**src/rtl/dmem_access_unit_pkg.sv**
```systemverilog
// dmem_access_unit_pkg: shared types for the memory-stage access unit.
// Provides the access size encoding, the load type handed to the extender,
// and the number of byte lanes on the data bus.
package dmem_access_unit_pkg;
    localparam int BYTE_LANES = 4;
    typedef enum logic [1:0] {
        SZ_BYTE = 2'b00,
        SZ_HALF = 2'b01,
        SZ_WORD = 2'b10,
        SZ_ILL  = 2'b11
    } mem_size_t;
    typedef enum logic [2:0] {
        LD_W  = 3'd0,
        LD_H  = 3'd1,
        LD_HU = 3'd2,
        LD_B  = 3'd3,
        LD_BU = 3'd4
    } load_t;
endpackage

```
**src/rtl/dmem_access_unit_if.sv**
```systemverilog
// dmem_access_unit_if: data-bus connection between the access unit and memory.
// Ports: addr/wdata/byte_en/ren/wen driven by the master (access unit);
// busy/rdata driven by the slave (memory); a transfer ends when busy is low
// while a strobe is high.
interface dmem_access_unit_if;
    import dmem_access_unit_pkg::*;
    logic [31:0]           addr;
    logic [31:0]           wdata;
    logic [BYTE_LANES-1:0] byte_en;
    logic                  ren;
    logic                  wen;
    logic                  busy;
    logic [31:0]           rdata;
    modport master(output addr, wdata, byte_en, ren, wen, input busy, rdata);
    modport slave(input addr, wdata, byte_en, ren, wen, output busy, rdata);
endinterface

```
**src/rtl/dmem_access_unit_lane_gen.sv**
```systemverilog
// dmem_access_unit_lane_gen: combinational lane decode for one access.
// Ports: size/addr_lo/wdata in; lanes (active byte enables), lane_wdata
// (store data replicated across lanes) and misaligned (illegal size or
// unaligned address) out.
module dmem_access_unit_lane_gen
    import dmem_access_unit_pkg::*;
(
    input  mem_size_t             size,
    input  logic [1:0]            addr_lo,
    input  logic [31:0]           wdata,
    output logic [BYTE_LANES-1:0] lanes,
    output logic [31:0]           lane_wdata,
    output logic                  misaligned
);
    assign lanes = size == SZ_BYTE ? 4'b0001 << addr_lo :
                   size == SZ_HALF ? (addr_lo[1] ? 4'b1100 : 4'b0011) : 4'b1111;
    assign lane_wdata = size == SZ_BYTE ? {4{wdata[7:0]}} :
                        size == SZ_HALF ? {2{wdata[15:0]}} : wdata;
    assign misaligned = (size == SZ_ILL) | ((size == SZ_HALF) & addr_lo[0]) |
                        ((size == SZ_WORD) & (|addr_lo));
endmodule

```
**src/rtl/dmem_access_unit.sv**
```systemverilog
// dmem_access_unit: memory-stage front end for loads and stores.
// Ports: clk/rst (async active-high); req_* request from execute with
// req_ready handshake; flush squashes the in-flight result; bus is the
// data-bus master; dmem_in/byte_en/load_type are the registered result for
// the extender, qualified by the one-cycle done pulse; misaligned and
// bus_fault are one-cycle fault pulses.
module dmem_access_unit
    import dmem_access_unit_pkg::*;
#(
    parameter int TIMEOUT_CYCLES = 255
) (
    input  logic                  clk,
    input  logic                  rst,
    input  logic                  req_valid,
    output logic                  req_ready,
    input  logic                  req_ren,
    input  logic                  req_wen,
    input  mem_size_t             req_size,
    input  load_t                 req_load_type,
    input  logic [31:0]           req_addr,
    input  logic [31:0]           req_wdata,
    input  logic                  flush,
    dmem_access_unit_if.master    bus,
    output logic [31:0]           dmem_in,
    output logic [BYTE_LANES-1:0] byte_en,
    output load_t                 load_type,
    output logic                  done,
    output logic                  misaligned,
    output logic                  bus_fault
);
    localparam int CW = TIMEOUT_CYCLES > 0 ? $clog2(TIMEOUT_CYCLES + 1) : 1;
    typedef enum logic {IDLE, BUS} state_t;
    state_t                state, state_nx;
    logic [BYTE_LANES-1:0] lanes;
    logic [31:0]           lane_wdata;
    logic                  lane_mis;
    logic                  accept, illegal, complete, expire, kill;
    logic [CW-1:0]         cnt;
    load_t                 pend_lt;
    dmem_access_unit_lane_gen u_lane_gen (
        .size       (req_size),
        .addr_lo    (req_addr[1:0]),
        .wdata      (req_wdata),
        .lanes      (lanes),
        .lane_wdata (lane_wdata),
        .misaligned (lane_mis)
    );
    // A flush in the accept cycle drops the request entirely, faults included.
    assign accept   = req_valid & req_ready & (req_ren | req_wen) & ~flush;
    assign illegal  = lane_mis | (req_ren & req_wen);
    assign complete = (state == BUS) & ~bus.busy;
    // Completion outranks timeout because expire requires busy still high.
    assign expire   = (state == BUS) & bus.busy & (TIMEOUT_CYCLES != 0) &
                      (cnt == CW'(TIMEOUT_CYCLES - 1));
    always_ff @(posedge clk or posedge rst) begin
        if (rst) state <= IDLE;
        else     state <= state_nx;
    end
    always_comb begin
        state_nx  = state;
        req_ready = state == IDLE;
        state_nx  = state == IDLE ? (accept & ~illegal ? BUS : IDLE) :
                                    (complete | expire ? IDLE : BUS);
    end
    always_ff @(posedge clk or posedge rst) begin
        if (rst) begin
            bus.addr    <= '0;
            bus.wdata   <= '0;
            bus.byte_en <= '0;
            bus.ren     <= 1'b0;
            bus.wen     <= 1'b0;
            dmem_in     <= '0;
            byte_en     <= '0;
            load_type   <= LD_W;
            pend_lt     <= LD_W;
            done        <= 1'b0;
            misaligned  <= 1'b0;
            bus_fault   <= 1'b0;
            kill        <= 1'b0;
            cnt         <= '0;
        end else begin
            done       <= 1'b0;
            misaligned <= accept & illegal;
            bus_fault  <= expire;
            if (accept & ~illegal) begin
                bus.addr    <= {req_addr[31:2], 2'b00};
                bus.wdata   <= lane_wdata;
                bus.byte_en <= lanes;
                bus.ren     <= req_ren;
                bus.wen     <= req_wen;
                pend_lt     <= req_load_type;
                cnt         <= '0;
                kill        <= 1'b0;
            end
            if (state == BUS) begin
                cnt <= cnt + 1'b1;
                if (flush) kill <= 1'b1;
                if (complete | expire) begin
                    bus.ren <= 1'b0;
                    bus.wen <= 1'b0;
                    kill    <= 1'b0;
                end
                // A squashed access still finishes on the bus but leaves no trace downstream.
                if (complete & ~kill & ~flush) begin
                    done      <= 1'b1;
                    dmem_in   <= bus.ren ? bus.rdata : '0;
                    byte_en   <= bus.byte_en;
                    load_type <= pend_lt;
                end
            end
        end
    end
endmodule

```
**src/flat_wrapper.sv**
```systemverilog
// flat-port wrapper written by rule: the top's interface ports become plain ports
module dmem_access_unit_flat import dmem_access_unit_pkg::*;
#(
    parameter int TIMEOUT_CYCLES = 255
)
  (clk, rst, req_valid, req_ready, req_ren, req_wen, req_size, req_load_type, req_addr, req_wdata, flush, dmem_in, byte_en, load_type, done, misaligned, bus_fault, bus_addr, bus_wdata, bus_byte_en, bus_ren, bus_wen, bus_busy, bus_rdata);
  dmem_access_unit_if bus_i ();
  input  logic clk;
  input  logic rst;
  input  logic req_valid;
  output logic req_ready;
  input  logic req_ren;
  input  logic req_wen;
  input  mem_size_t req_size;
  input  load_t req_load_type;
  input  logic [31:0] req_addr;
  input  logic [31:0] req_wdata;
  input  logic flush;
  output logic [31:0] dmem_in;
  output logic [BYTE_LANES-1:0] byte_en;
  output load_t load_type;
  output logic done;
  output logic misaligned;
  output logic bus_fault;
  output wire logic [$bits(bus_i.addr)-1:0] bus_addr;
  output wire logic [$bits(bus_i.wdata)-1:0] bus_wdata;
  output wire logic [$bits(bus_i.byte_en)-1:0] bus_byte_en;
  output wire logic [$bits(bus_i.ren)-1:0] bus_ren;
  output wire logic [$bits(bus_i.wen)-1:0] bus_wen;
  input wire logic [$bits(bus_i.busy)-1:0] bus_busy;
  input wire logic [$bits(bus_i.rdata)-1:0] bus_rdata;
  assign bus_addr = bus_i.addr;
  assign bus_wdata = bus_i.wdata;
  assign bus_byte_en = bus_i.byte_en;
  assign bus_ren = bus_i.ren;
  assign bus_wen = bus_i.wen;
  assign bus_i.busy = bus_busy;
  assign bus_i.rdata = bus_rdata;
  dmem_access_unit #(.TIMEOUT_CYCLES(TIMEOUT_CYCLES)) u_core (.clk(clk), .rst(rst), .req_valid(req_valid), .req_ready(req_ready), .req_ren(req_ren), .req_wen(req_wen), .req_size(req_size), .req_load_type(req_load_type), .req_addr(req_addr), .req_wdata(req_wdata), .flush(flush), .bus(bus_i), .dmem_in(dmem_in), .byte_en(byte_en), .load_type(load_type), .done(done), .misaligned(misaligned), .bus_fault(bus_fault));
endmodule
```
**config.mk**
```make
export PLATFORM = sky130hd
export DESIGN_NAME = dmem_access_unit_flat
export DESIGN_NICKNAME = d
export VERILOG_FILES = /design/src/rtl/dmem_access_unit_pkg.sv /design/src/rtl/dmem_access_unit_if.sv /design/src/rtl/dmem_access_unit_lane_gen.sv /design/src/rtl/dmem_access_unit.sv /design/src/flat_wrapper.sv
export SDC_FILE = /design/constraint.sdc
export NUM_CORES = 1
export LEC_CHECK = 0
export ABC_AREA = 1
export BUFFER_PORTS_ARGS = -buffer_cell sky130_fd_sc_hd__buf_2
export CAP_MARGIN = 40
export CORE_ASPECT_RATIO = 1.4
export CORE_MARGIN = 1
export CORE_UTILIZATION = 43
export DETAILED_ROUTE_END_ITERATION = 8
export PLACE_DENSITY = 0.74
export SYNTH_ARGS = -nofsm -noshare
export SYNTH_HDL_FRONTEND = slang
export SYNTH_SLANG_ARGS = --single-unit
```
**constraint.sdc**
```tcl
create_clock -name clk -period 4.05 [get_ports clk]
set_clock_uncertainty 0.2 [all_clocks]
set_input_delay 0.81 -clock clk [delete_from_list [all_inputs] [get_ports clk]]
set_output_delay 0.81 -clock clk [all_outputs]
set_load 0.01 [all_outputs]
```
# Yosys cells after proc, flatten, opt, wreduce, memory -nomap -nowiden
# Cells that the tools add are included.
[word_totals] regBits=123 in_bits=108 output_inout_bits=113 wordCells=71
[classes] addsub=1 n_eq_ne=4 shifts=1 n_mux=23 bitwise=23 n_reduce_logical=4
[op_table] op="32-bit 2-to-1 mux" count=3
[op_table] op="8-bit 2-to-1 mux" count=2
[op_table] op="1-bit 2-to-1 mux" count=15
[op_table] op="1-bit AND" count=13
[op_table] op="4-bit 2-to-1 mux" count=3
[op_table] op="8-bit by 1-bit adder with 8-bit output, second input constant" count=1
[op_table] op="8-bit == test, second input constant" count=1
[op_table] op="1-bit inverter" count=5
[op_table] op="1-bit bitwise OR" count=5
[op_table] op="2-bit == test, second input constant" count=2
[op_table] op="1-bit by 2-bit << shifter with 4-bit output, first input constant" count=1
[op_table] op="2-bit by 1-bit == test with 1-bit output, second input constant" count=1
[op_table] op="2-bit zero test" count=1
[op_table] op="2-bit AND reduction" count=1
[op_table] op="2-bit nonzero test" count=1
[op_table] op="2-bit OR reduction" count=1

# Depth between registers and ports, before layout
[logic_depth] ltp_word=11 mapped_depth=9 depth_no_buf=9

# Cells and area by module
# Synthesis repeated with hierarchy kept, for this count alone.
[unflattened] hier_cells=651 area_unflattened_um2=5365.1
[by_module_without_submodules] mod="dmem_access_unit" n_inst=1 cells_per_inst=547 area_per_inst_um2=4877.2 seq_area_each_um2=3078.0
[by_module_without_submodules] mod="dmem_access_unit_lane_gen" n_inst=1 cells_per_inst=104 area_per_inst_um2=488.0 seq_area_each_um2=0.0

# Worst setup path before layout
# Ideal clock, no wire load.
[synth_timing] path_kind="input-to-reg" start="input flush" end="register u_core.bus.wdata[24]" arrival_time_ns=1.605 required_ns=3.734 setup_slack_ns=2.129 cell_stages=8 n_path_buf=2 cell_sequence="nor2_1 > nand2_1 > nor2_2 > nand3_1 > buf_4 > buf_2 > nand2_1 > nand2_1"
[synth_between] elab_chain_len=3
[synth_rtl] element="start, declared" line="flat_wrapper.sv:18" text="input logic flush;"
[synth_rtl] element="1-bit inverter" line="dmem_access_unit.sv:49" text="assign accept = req_valid & req_ready & (req_ren | req_wen) & ~flush;"
[synth_rtl] element="1-bit AND" line="dmem_access_unit.sv:49"
[synth_rtl] element="1-bit AND" line="dmem_access_unit.sv:85" text="if (accept & ~illegal) begin"
[synth_rtl] element="end signal, assigned" line="dmem_access_unit.sv:87" text="bus.wdata <= lane_wdata;"
[synth_rtl] element="end, declared" line="dmem_access_unit_if.sv:14" text="modport master(output addr, wdata, byte_en, ren, wen, input busy, rdata);"
# Every way passes these cells.
# A chain may end at the register's enable or synchronous reset.

# Final worst setup path
[layout_timing] start="input req_size[1]" end="register u_core.kill"
[layout_between] elab_chain_len=11 word_cells_on_any_way=14 cone_classes="eq/ne: 3; mux: 4; bitwise: 7"
[layout_rtl] element="start, declared" line="flat_wrapper.sv:14" text="input mem_size_t req_size;"
[layout_rtl] element="2-bit by 1-bit == test with 1-bit output" line="dmem_access_unit_lane_gen.sv:19" text="assign misaligned = (size == SZ_ILL) | ((size == SZ_HALF) & addr_lo[0]) |"
[layout_rtl] element="1-bit AND" line="dmem_access_unit_lane_gen.sv:19"
[layout_rtl] element="1-bit bitwise OR" line="dmem_access_unit_lane_gen.sv:19"
[layout_rtl] element="1-bit bitwise OR (*)" line="dmem_access_unit_lane_gen.sv:19"
[layout_rtl] element="1-bit bitwise OR (*)" line="dmem_access_unit.sv:50" text="assign illegal = lane_mis | (req_ren & req_wen);"
[layout_rtl] element="1-bit inverter (*)" line="dmem_access_unit.sv:85"
[layout_rtl] element="1-bit AND (*)" line="dmem_access_unit.sv:85"
[layout_rtl] element="1-bit 2-to-1 mux (*)" line="dmem_access_unit.sv:85"
[layout_rtl] element="1-bit 2-to-1 mux" line="dmem_access_unit.sv:97" text="if (flush) kill <= 1'b1;"
[layout_rtl] element="1-bit 2-to-1 mux" line="dmem_access_unit.sv:98" text="if (complete | expire) begin"
[layout_rtl] element="1-bit 2-to-1 mux (*)" line="dmem_access_unit.sv:95" text="if (state == BUS) begin"
[layout_rtl] element="end signal, assigned" line="dmem_access_unit.sv:93" text="kill <= 1'b0;"
[layout_rtl] element="end signal, assigned" line="dmem_access_unit.sv:97"
[layout_rtl] element="end signal, assigned" line="dmem_access_unit.sv:101" text="kill <= 1'b0;"
[layout_rtl] element="end, declared" line="dmem_access_unit.sv:37" text="logic accept, illegal, complete, expire, kill;"
# Every way passes the cells marked *; elsewhere a longest branch is shown, timed or not.

==> out/results.txt <==
status: finished, final reports clean
worst reg-to-reg path cell count: 8
post-DR wirelength/cell: 13.2 um
Slew @ Worst Pin: 743 ps
most frequent cells in the layout: nand2_1 (341), buf_2 (218), dfrtp_1 (123)
post-DR vias/cell: 4.69
Reg-to-Reg End: u_core.bus.wdata[28]
fin crit period: 2540 ps
commonest non-fill, non-tap cell in the layout: nand2_1
layout cell share with drive strength beyond 1: 30.2%
#FFs+latches synth: 123
Startpoint Class: primary input
synthesized cell area: 5230 um2
vias: 4732
Slew Limit Headroom: 50.5%
Worst Path Buf+Inv: 3
GRT Overall Usage: 22.1%
row cnt: 47
R2R setup slack: 1850 ps
leakage: 0.00398 uW
synthesized area per cell: 8.18 um2
DRT antenna net count: 0
io pins: 221
Mapped Cells: 640
setup violators final: 0
setup TNS: 0 ps
Core Area: 11800 um2
# clock sinks: 123
CP max stage delay: 600 ps
later-pin clock latency in the skew report: 410 ps
routed wire length on met3: 998 um
Max VDD drop: 306 uV
Worst Path Required: 4170 ps
diode count: 0
GP Congestion: 0.822
Highest Signal Layer: met4
register area share after synthesis: 58.8%
first-pass GRT wire length: 21400 um
crit path capture type: flip-flop
grt ovf: 0
CTS tree: done
Post-CTS Setup Repair Bufs: 0
Max H-tree Level: 4
final HPWL from detailed placement: 9620 um
Metal-1 WL: 5500 um
1st-pass router iterations: 4
vias in the first global route: 4524
Max Freq: 394 MHz
die width: 95.2 um
WL final: 13300 um
critical path depth: 8
final period utilization: 62.7%
CP top delay family: buffers and inverters
area of the multi-input gates: 1880 um2
CTS Buffer Depth: 2
RSZ-0062 raised after global routing: no
Initial Util: 44.3%
Ys Warns: 0
Yosys cell types: 19
hold_buf cts: 0
# resized after CTS: 0
slowest CP cell: buf_4
Sequential Area: 3080 um2
PwrDens: 725 nW/um2
worst-path fanout max: 73
Clock Tree Root: clkbuf_16
Crit path arrival time: 2660 ps
PortBufs: 218
DRC violations left: 0
most used cell, CP: nor2_1
total CTS buffers: 17
net count reported at finish: 960
FILL cells: 1110
Die Y: 133 um
crit-path cells: buf_2 -> inv_2 -> nor2_1 -> nor2_1 -> nand3_2 -> buf_4 -> nand2_1 -> a21oi_1
Syn-to-layout area delta: 34.1%
initial antenna violation count: 0
MaxCap Viol Count: 0
Setup CP Type: primary input to flip-flop
final hold vios: 0
die area: 12600 um2
RR Startpoint: u_core.state
Slew Limit Fails: 0
total power draw: 5090 uW
clock transition at the registers of the reported paths: 50 ps
Met2 Wirelength: 6570 um
largest net degree at the start of global routing: 74
Hold Path Class: primary input to asynchronous set/reset pin
1st-iter DRT viols: 176
## cell usage after synthesis, drive strengths merged
library cell / number / share of area (%)
clkbuf: 12 / 0.86
nand4: 2 / 0.24
inv: 23 / 1.7
nand3: 22 / 2.1
nand3b: 1 / 0.14
a21oi: 4 / 0.38
o21ai: 66 / 6.3
conb: 1 / 0.072
nor2: 19 / 1.4
nor4: 1 / 0.12
buf: 23 / 2.9
dfrtp: 123 / 59
ha: 2 / 0.48
nand2: 341 / 24
## power breakdown
| part | leakage, uW | internal (uW) | switching (uW) |
|---|---|---|---|
| registers | 0.00159 | 1760 | 282 |
| logic | 0.00211 | 638 | 919 |
| clock network | 0.000282 | 971 | 521 |
| total | 0.00398 | 3370 | 1720 |
## how the worst max path moves through the flow
stage / startpoint / endpoint / slack, ps
after global routing: req_size[1] / u_core.kill / 1260
after floorplan: rst / u_core.bus.addr[10] / 1530
after detailed placement: req_size[1] / u_core.kill / 1100
after global placement: req_size[1] / u_core.state / 1140
after CTS: req_size[1] / u_core.kill / 1540
final: req_size[1] / u_core.kill / 1510
## state kept, by name (all words and copies together) (netlist names)
signal / flops
u_core.bus.addr: 30
u_core.bus.byte_en: 4
u_core.bus.ren: 1
u_core.bus.wdata: 32
u_core.bus.wen: 1
u_core.bus_fault: 1
u_core.byte_en: 4
u_core.cnt: 8
u_core.dmem_in: 32
u_core.done: 1
u_core.kill: 1
u_core.load_type: 3
u_core.misaligned: 1
u_core.pend_lt: 3
u_core.state: 1
## kinds of logic after synthesis
group	synth area share [%]
other	0.0717
adder cells (fa/ha/maj)	0.478
AO/OA/AOI/OAI	6.70
flip-flops	58.8
AND/OR/NAND/NOR	28.5
buffers and inverters	5.45
## routing by layer
layer  vias to the layer above  GRT usage [%]
met3                        18           6.95
met5                         -              0
met2                       173           36.5
li1                       2409              -
met4                         0           8.25
met1                      2132           26.6
## cell type report
class	count	share of cell area, %
clock buffer	23	6.95
clock inverter	9	1.60
sequential	123	43.9
timing repair buffer	225	16.8
multi-input combinational	460	26.8
inverter	23	1.28
tap	147	2.62
## stage by stage
step / instance area [um2] / worst slack, ps / hold slack [ps] / utilization [%] / instances
2_1_floorplan: 5240 / 1530 / 242 / - / 641
3_3_place_gp: 6400 / 1140 / 254 / 54.1 / 977
3_5_place_dp: 6420 / 1100 / 259 / 54.3 / 978
4_1_cts: 7020 / 1540 / 243 / 59.4 / 1010
5_1_grt: 7020 / 1260 / 253 / 59.4 / 1010
6_report: 7020 / 1510 / 244 / 59.4 / 1010
Note: power is estimated with default switching activity, not from simulation.
